==> config.mk <==
export PLATFORM = sky130hd
export DESIGN_NAME = boot_stream_ctrl_flat
export DESIGN_NICKNAME = d
export VERILOG_FILES = /design/src/rtl/boot_stream_ctrl_if.sv /design/src/rtl/boot_stream_ctrl.sv /design/src/flat_wrapper.sv
export SDC_FILE = /design/constraint.sdc
export NUM_CORES = 1
export LEC_CHECK = 0
export CAP_MARGIN = 20
export CORE_MARGIN = 3
export CORE_UTILIZATION = 40
export DETAILED_ROUTE_END_ITERATION = 8
export DONT_BUFFER_PORTS = 1
export PLACE_DENSITY_LB_ADDON = 0.3
export SYNTH_ARGS = -nofsm -noshare
export SYNTH_HDL_FRONTEND = slang
export SYNTH_SLANG_ARGS = --single-unit
==> constraint.sdc <==
create_clock -name clk -period 12.3 [get_ports clk]
set_clock_uncertainty 0.05 [all_clocks]
set_input_delay 1.23 -clock clk [delete_from_list [all_inputs] [get_ports clk]]
set_output_delay 1.23 -clock clk [all_outputs]
set_load 0.005 [all_outputs]
==> src/rtl/boot_stream_ctrl_if.sv <==
// Host word-offer and loader byte-stream signals of the boot stream controller.
// slave is the controller's view; master is the host/loader view.
interface boot_stream_ctrl_if;
    logic [31:0] host_bootdata;
    logic        host_bootdata_req;
    logic        host_bootdata_ack;
    logic [7:0]  byte_out;
    logic        byte_valid;
    logic        byte_ready;

    modport slave (
        input  host_bootdata,
        input  host_bootdata_req,
        input  byte_ready,
        output host_bootdata_ack,
        output byte_out,
        output byte_valid
    );

    modport master (
        output host_bootdata,
        output host_bootdata_req,
        output byte_ready,
        input  host_bootdata_ack,
        input  byte_out,
        input  byte_valid
    );
endinterface

==> src/rtl/boot_stream_ctrl.sv <==
// Accepts boot words from the host, buffers them, and streams their bytes to the
// game loader starting at the first SYNC_BYTE, trimmed to rom_size bytes.
module boot_stream_ctrl #(
    parameter logic [7:0]  SYNC_BYTE = 8'h4E,
    parameter bit          MSB_FIRST = 1'b1,
    parameter int unsigned FIFO_AW   = 2
) (
    input  logic                 clk,
    input  logic                 reset,
    boot_stream_ctrl_if.slave    bus,
    input  logic [31:0]          rom_size,
    output logic [31:0]          bytes_loaded,
    output logic                 sync_found,
    output logic                 done
);

    localparam int unsigned DEPTH = 1 << FIFO_AW;
    localparam int unsigned CW    = FIFO_AW + 1;
    localparam int unsigned EW    = 35;

    localparam logic [1:0] S_IDLE    = 2'd0;
    localparam logic [1:0] S_ACK     = 2'd1;
    localparam logic [1:0] S_RELEASE = 2'd2;

    logic [1:0]         state_q, state_d;
    logic               ack_q, ack_d;
    logic [31:0]        bl_q, bl_d;
    logic [FIFO_AW-1:0] wr_ptr_q, wr_ptr_d, rd_ptr_q, rd_ptr_d;
    logic [CW-1:0]      cnt_q, cnt_d;
    logic               full_q, full_d;
    logic [31:0]        sh_q, sh_d;
    logic [2:0]         rem_q, rem_d;
    logic               valid_q, valid_d;
    logic               sync_q, sync_d;
    logic               done_q, done_d;

    // Each entry carries the word plus how many of its bytes fall inside rom_size.
    logic [EW-1:0]      mem_q [DEPTH];

    logic               wr_en, pop, consume;
    logic [2:0]         wr_cnt, rem_left;
    logic [31:0]        remain, sh_shift;
    logic [EW-1:0]      rd_entry;
    logic [7:0]         head_d;

    always_comb begin
        state_d  = state_q;
        ack_d    = 1'b0;
        bl_d     = bl_q;
        wr_en    = 1'b0;
        wr_cnt   = 3'd0;
        wr_ptr_d = wr_ptr_q;
        rd_ptr_d = rd_ptr_q;
        sh_d     = sh_q;
        rem_d    = rem_q;
        pop      = 1'b0;
        remain   = rom_size - bl_q;
        rd_entry = mem_q[rd_ptr_q];

        // Host handshake: capture on IDLE->ACK, one ack per req assertion.
        case (state_q)
            S_IDLE: begin
                if (bus.host_bootdata_req && !full_q) begin
                    state_d = S_ACK;
                    ack_d   = 1'b1;
                    if (bl_q < rom_size) begin
                        wr_en  = 1'b1;
                        wr_cnt = (remain > 32'd3) ? 3'd4 : 3'(remain);
                        bl_d   = bl_q + 32'(wr_cnt);
                    end
                end
            end
            S_ACK:     state_d = S_RELEASE;
            S_RELEASE: if (!bus.host_bootdata_req) state_d = S_IDLE;
            default:   state_d = S_IDLE;
        endcase

        if (wr_en) wr_ptr_d = wr_ptr_q + FIFO_AW'(1);

        // Pre-sync bytes are dropped one per cycle; afterwards a byte leaves on ready.
        consume  = (rem_q != 3'd0) && (!valid_q || bus.byte_ready);
        rem_left = rem_q - 3'(consume);
        sh_shift = MSB_FIRST ? (sh_q << 8) : (sh_q >> 8);
        pop      = (rem_left == 3'd0) && (cnt_q != CW'(0));

        if (pop) begin
            sh_d     = rd_entry[31:0];
            rem_d    = rd_entry[34:32];
            rd_ptr_d = rd_ptr_q + FIFO_AW'(1);
        end else if (consume) begin
            sh_d  = sh_shift;
            rem_d = rem_left;
        end

        cnt_d  = cnt_q + CW'(wr_en) - CW'(pop);
        full_d = (cnt_d == CW'(DEPTH));

        head_d  = MSB_FIRST ? sh_d[31:24] : sh_d[7:0];
        sync_d  = sync_q || ((rem_d != 3'd0) && (head_d == SYNC_BYTE));
        valid_d = (rem_d != 3'd0) && sync_d;
        done_d  = done_q || ((cnt_q == CW'(0)) && (rem_q == 3'd0) && (bl_q == rom_size));
    end

    always_ff @(posedge clk) begin
        if (reset) begin
            state_q  <= S_IDLE;
            ack_q    <= 1'b0;
            bl_q     <= 32'd0;
            wr_ptr_q <= '0;
            rd_ptr_q <= '0;
            cnt_q    <= '0;
            full_q   <= 1'b0;
            sh_q     <= 32'd0;
            rem_q    <= 3'd0;
            valid_q  <= 1'b0;
            sync_q   <= 1'b0;
            done_q   <= 1'b0;
        end else begin
            state_q  <= state_d;
            ack_q    <= ack_d;
            bl_q     <= bl_d;
            wr_ptr_q <= wr_ptr_d;
            rd_ptr_q <= rd_ptr_d;
            cnt_q    <= cnt_d;
            full_q   <= full_d;
            sh_q     <= sh_d;
            rem_q    <= rem_d;
            valid_q  <= valid_d;
            sync_q   <= sync_d;
            done_q   <= done_d;
        end
    end

    always_ff @(posedge clk) begin
        if (wr_en) mem_q[wr_ptr_q] <= {wr_cnt, bus.host_bootdata};
    end

    assign bus.host_bootdata_ack = ack_q;
    assign bus.byte_valid        = valid_q;
    assign bus.byte_out          = MSB_FIRST ? sh_q[31:24] : sh_q[7:0];
    assign bytes_loaded          = bl_q;
    assign sync_found            = sync_q;
    assign done                  = done_q;

endmodule
==> src/flat_wrapper.sv <==
// flat-port wrapper written by rule: the top's interface ports become plain ports
module boot_stream_ctrl_flat 
#(
    parameter logic [7:0]  SYNC_BYTE = 8'h4E,
    parameter bit          MSB_FIRST = 1'b1,
    parameter int unsigned FIFO_AW   = 2
)
  (clk, reset, rom_size, bytes_loaded, sync_found, done, bus_host_bootdata, bus_host_bootdata_req, bus_byte_ready, bus_host_bootdata_ack, bus_byte_out, bus_byte_valid);
  boot_stream_ctrl_if bus_i ();
  input  logic clk;
  input  logic reset;
  input  logic [31:0] rom_size;
  output logic [31:0] bytes_loaded;
  output logic sync_found;
  output logic done;
  input wire logic [$bits(bus_i.host_bootdata)-1:0] bus_host_bootdata;
  input wire logic [$bits(bus_i.host_bootdata_req)-1:0] bus_host_bootdata_req;
  input wire logic [$bits(bus_i.byte_ready)-1:0] bus_byte_ready;
  output wire logic [$bits(bus_i.host_bootdata_ack)-1:0] bus_host_bootdata_ack;
  output wire logic [$bits(bus_i.byte_out)-1:0] bus_byte_out;
  output wire logic [$bits(bus_i.byte_valid)-1:0] bus_byte_valid;
  assign bus_i.host_bootdata = bus_host_bootdata;
  assign bus_i.host_bootdata_req = bus_host_bootdata_req;
  assign bus_i.byte_ready = bus_byte_ready;
  assign bus_host_bootdata_ack = bus_i.host_bootdata_ack;
  assign bus_byte_out = bus_i.byte_out;
  assign bus_byte_valid = bus_i.byte_valid;
  boot_stream_ctrl #(.SYNC_BYTE(SYNC_BYTE), .MSB_FIRST(MSB_FIRST), .FIFO_AW(FIFO_AW)) u_core (.clk(clk), .reset(reset), .bus(bus_i), .rom_size(rom_size), .bytes_loaded(bytes_loaded), .sync_found(sync_found), .done(done));
endmodule
Yosys cells after proc, flatten, opt, wreduce, memory -nomap -nowiden
Memory sizes are Yosys's and may differ from the RTL's. A register that Yosys moved wholly into a read port is not among the register bits.
Cells that the tools add are included.
{"block": "op_classes", "add_sub_neg": 7, "n_mux": 19, "n_eq_ne": 7, "n_bitwise": 1, "reduce_logical": 23, "n_lt_le_gt_ge": 2}
{"cell": "$mux W32", "n": 2}
{"cell": "$add A32 B3 Y32", "n": 1}
{"cell": "$eq A32 B32 Y1", "n": 1}
{"cell": "$gt A32 B2 Y1 const B", "n": 1}
{"cell": "$lt A32 B32 Y1", "n": 1}
{"cell": "$sub A32 B32 Y32", "n": 1}
{"cell": "$mux W3", "n": 6}
{"cell": "$logic_not A3 Y1", "n": 3}
{"cell": "$reduce_bool A3 Y1", "n": 3}
{"cell": "$eq A8 B7 Y1 const B", "n": 1}
{"cell": "$mux W2", "n": 4}
{"cell": "$logic_and A1 B1 Y1", "n": 7}
{"cell": "$mux W1", "n": 6}
{"cell": "$pmux W2 S3", "n": 1}
{"cell": "$sub A3 B1 Y3", "n": 2}
{"cell": "$add A2 B1 Y2 const B", "n": 2}
{"cell": "$add A3 B1 Y3", "n": 1}
{"cell": "$eq A3 B3 Y1 const B", "n": 1}
{"cell": "$logic_or A1 B1 Y1", "n": 3}
{"cell": "$reduce_and A3 Y1", "n": 1}
{"cell": "$eq A2 B1 Y1 const B", "n": 1}
{"cell": "$eq A2 B2 Y1 const B", "n": 1}
{"cell": "$logic_not A1 Y1", "n": 2}
{"cell": "$logic_not A2 Y1", "n": 1}
{"cell": "6 further kinds", "n": 6}
{"block": "word_totals", "memories": 1, "out_inout_bits": 44, "in_bits": 68, "reg_bits": 81, "ram_bits": 140, "elab_cells": 73}
{"memory": "u_core.mem_q", "words": 4, "width": 35, "read_ports": 1, "rd_ports_with_merged_regs": 1, "wr": 1, "line_no": "boot_stream_ctrl.sv:38", "text": "logic [EW-1:0] mem_q [DEPTH];"}

Logic depth before layout (Yosys ltp)
{"block": "logic_depth", "word_depth": 11, "depth_mapped": 22, "depth_no_buf": 21}

Worst setup path after synthesis
No wires, ideal clock.
{"block": "synth_timing", "kind": "input-to-reg", "startpoint": "input rom_size[0]", "endpoint": "register u_core.bl_q[16], in the netlist u_core.bytes_loaded[16]", "setup_slack_ps": 6311, "setup_ps": 128, "path_buffers": 1, "arrival_time_ps": 5812, "required_ps": 12122, "stages": 22, "cell_sequence": "inv_1 ha_1 inv_1 fa_1 a211oi_2 o211ai_1 a21oi_2 o21bai_2 or4_1 a32o_1 or4_4 nor2_1 nand2_1 nor3b_1 fa_1 a21oi_1 nor4_1 and2_1 clkbuf_1 nand4_1 xnor2_1 nor2_1"}
{"block": "synth_between", "elab_chain_cells": 4, "word_cells_on_any_way": 6, "cone_classes": "add/sub (2); order compare (2); mux (1); reduce/logical (1)"}
{"element": "start, declared", "line_no": "flat_wrapper.sv:12", "text": "input logic [31:0] rom_size;"}
{"element": "$sub A32 B32 Y32", "line_no": "boot_stream_ctrl.sv:57", "text": "remain = rom_size - bl_q;"}
{"element": "$gt A32 B2 Y1", "line_no": "boot_stream_ctrl.sv:68", "text": "wr_cnt = (remain > 32'd3) ? 3'd4 : 3'(remain);"}
{"element": "$mux W3", "line_no": "boot_stream_ctrl.sv:68"}
{"element": "$add A32 B3 Y32", "line_no": "boot_stream_ctrl.sv:69", "text": "bl_d = bl_q + 32'(wr_cnt);"}
{"element": "end signal, assigned", "line_no": "boot_stream_ctrl.sv:121", "text": "bl_q <= bl_d;"}
{"element": "end, declared", "line_no": "boot_stream_ctrl.sv:27", "text": "logic [31:0] bl_q, bl_d;"}
Several ways; a longest one is shown, not always the timed one.
A chain may end at the register's enable or synchronous reset.

Worst setup path after layout
{"block": "layout_timing", "startpoint": "input rom_size[0]", "endpoint": "register u_core.bl_q[29], in the netlist u_core.bytes_loaded[29]"}
The elaborated chain is that of the path after synthesis.

==> results.json <==
{
  "status": "complete, no violations",
  "drv_cap": 0,
  "wirelength_um": 27600,
  "via_count": 7844,
  "relSlewSlack_pct": 32.9,
  "reg2reg_depth": 19,
  "grt_util_all_layers_pct": 18.0,
  "first_pass_iters": 5,
  "cts-root-buf": "clkbuf_16",
  "synth_edf_count": 140,
  "holdWs_ns": 0.422,
  "critPathCaptureType": "flip-flop",
  "period_needed_ns": 6.05,
  "p_total_uw": 2050,
  "hold_viol": 0,
  "seqCellArea_sq_mm": 0.00587,
  "crit_type": "in2reg",
  "grt_pass1_wl_um": 43600,
  "seq_area_frac_synth_pct": 52.4,
  "ir_drop_mv": 0.154,
  "setup_viol": 0,
  "synthArstFlopShare_pct": 0,
  "arrival_ns": 6.41,
  "cp_max_fo": 15,
  "cp-startpoint": "rom_size[0]",
  "max_freq_ghz": 0.165,
  "gp_congestion": 0.980,
  "critical_path.startpoint_type": "input pin",
  "instances_no_fill": 1398,
  "yosys_warnings": 0,
  "tightest_slew_ns": 1.01,
  "dpl.hpwl_um": 20000,
  "pin_count": 112,
  "tritoncts": "built",
  "slew_violations": 0,
  "cts_resized": 0,
  "cts_sinks": 223,
  "syn_avg_cell_area_sq_um": 10.8,
  "row_count": 60,
  "die_w_um": 173,
  "die_area_sq_mm": 0.0300,
  "die_h_um": 173,
  "ant_nets": 0,
  "nets": 1123,
  "yosysMostFrequentCell": "edfxtp_1",
  "core_sq_mm": 0.0273,
  "multiInputGateArea_sq_mm": 0.00487,
  "p_per_area_mw_per_mm2": 167,
  "required_ns": 12.66,
  "period_share_pct": 49.2,
  "grt_setup_unrepaired": "no",
  "synth_seq_cells": 223,
  "port_buffers": 0,
  "drt_iter0_drc": 715,
  "vias_per_cell": 5.61,
  "leakagePower_uw": 0.00400,
  "synth_commonest_cells": "edfxtp_1 (140), nand2_1 (120), nor2_1 (105)",
  "wl_per_cell_um": 19.8,
  "crit_path_top_delay_cell": "a2111oi_0",
  "numCtsBuffers": 25,
  "synth_top_area_share_pct": 37.5,
  "yosys.area.top_type": "edfxtp_1",
  "grt_max_degree": 87,
  "postLayoutCoreUtil_pct": 45.1,
  "syn_to_final_growth_pct": 9.62,
  "htree_levels": 1,
  "syn_inst": 1037,
  "synth_cell_type_count": 71,
  "worstReg2RegEnd": "u_core.bytes_loaded[29]",
  "synth.cell_area_sq_mm": 0.0112,
  "clock_latency_ns": 0.52,
  "postCtsSetupBuffers": 0,
  "hold_class": "reg2reg",
  "antenna_found_initial": 0,
  "worstPathCellList": "inv_1 -> ha_1 -> inv_1 -> fa_1 -> a211oi_2 -> o21ai_1 -> a22oi_2 -> nor4b_1 -> o2111ai_1 -> a2111oi_0 -> nand4_1 -> nor2_1 -> nand2_1 -> ha_1 -> and4b_1 -> nand3_1 -> nor4_4 -> nor2_2 -> nor4_1 -> mux2_1",
  "clock_path_buffers": 3,
  "dp_cells": 1355,
  "synth_nets": 1150,
  "drcViolationCount": 0,
  "grt-ovfl-total": 0,
  "drive_gt1_share_pct": 9.75,
  "start_util_pct": 41.1,
  "fillCellCount": 2531,
  "crit_end": "u_core.bytes_loaded[29]",
  "ctsHoldBuffers": 0,
  "ys_top_cells_by_area": "edfxtp_1 (38%), dfxtp_1 (15%), mux4_2 (7.0%), ha_1 (4.7%), nand2_1 (4.0%)",
  "setup_tns_ns": 0,
  "n_antenna_cell": 0,
  "crit_path_max_incr_delay_ns": 0.53,
  "r2r_slack_ns": 6.47,
  "grt_pass1_vias": 7702,
  "clkTransAtPathRegs_ns": 0.06,
  "synthFlopType": "edfxtp_1",
  "hold_start": "u_core.sh_q[1]"
}
==> critical path: cells and delay by family <==
family / cells / cell delay, ns
AO/OA/AOI/OAI: 5 / 1.42
adder cells (fa/ha/maj): 3 / 0.95
buffers and inverters: 2 / 0.10
multiplexers: 1 / 0.35
AND/OR/NAND/NOR: 9 / 2.36
==> power by group <==
part           switching, uW  internal (uW)
sequential              33.3            864
clock                    285            459
combinational            248            159
==> cell usage in the layout, fill, tap and decap left out, types with 34 or more instances in the layout <==
master	n
a21oi_1	61
dfxtp_1	82
edfxtp_1	140
ha_1	42
inv_1	54
mux4_2	35
nand2_1	120
nand3_1	36
nor2_1	105
o21ai_0	34
==> cell families after synthesis <==
kind of cell / after synthesis / share of synthesized area (%)
fa+ha+maj: 45 / 5.23
compound gates: 206 / 12.1
simple gates: 374 / 15.9
mux: 39 / 7.43
flops: 223 / 52.4
xor+xnor: 35 / 2.74
buf+inv: 115 / 4.27
==> per-layer routing <==
metal	up-vias	share of wire (%)	GRT usage [%]
met4	0	3.4	5.88
met5	-	0	0
met2	247	47	29.4
met1	3761	43	23.5
met3	58	7.1	4.84
li1	3778	-	-
==> metrics by stage <==
stage | worst slack (ns) | cell area, sq um
after CTS | 6.35 | 12300
after detailed placement | 5.80 | 11500
after global placement | 5.95 | 11500
final | 6.25 | 12300
after global routing | 5.83 | 12300
after floorplan | 6.31 | 11200
==> worst min-delay path by stage <==
stage / end / slack [ns] / depth (start not counted)
3_5_place_dp: u_core.sh_q[1] / 0.41 / 2
2_1_floorplan: u_core.sh_q[0] / 0.40 / 2
4_1_cts: u_core.sh_q[1] / 0.42 / 2
5_1_grt: u_core.sh_q[1] / 0.43 / 2
3_3_place_gp: u_core.sh_q[1] / 0.40 / 2
6_report: u_core.sh_q[1] / 0.42 / 2
==> layout make-up <==
class                      instances  area share, %
clock inverter                    11           1.40
sequential                       223           47.8
timing repair buffer               7          0.428
inverter                          54           1.65
tap                              372           3.79
clock buffer                      32           5.31
multi-input combinational        699           39.6
==> sequential cells by signal (all words and copies together) (netlist names), named ones only <==
name	cells
u_core.state_q	2
u_core.done	1
u_core.rd_ptr_q	2
u_core.full_q	1
u_core.rem_q	3
u_core.sync_found	1
u_core.bus.host_bootdata_ack	1
u_core.cnt_q	3
u_core.wr_ptr_q	2
u_core.mem_q	140
u_core.sh_q	32
u_core.bytes_loaded	31
u_core.bus.byte_valid	1
Note: power is estimated with default switching activity, not from simulation.
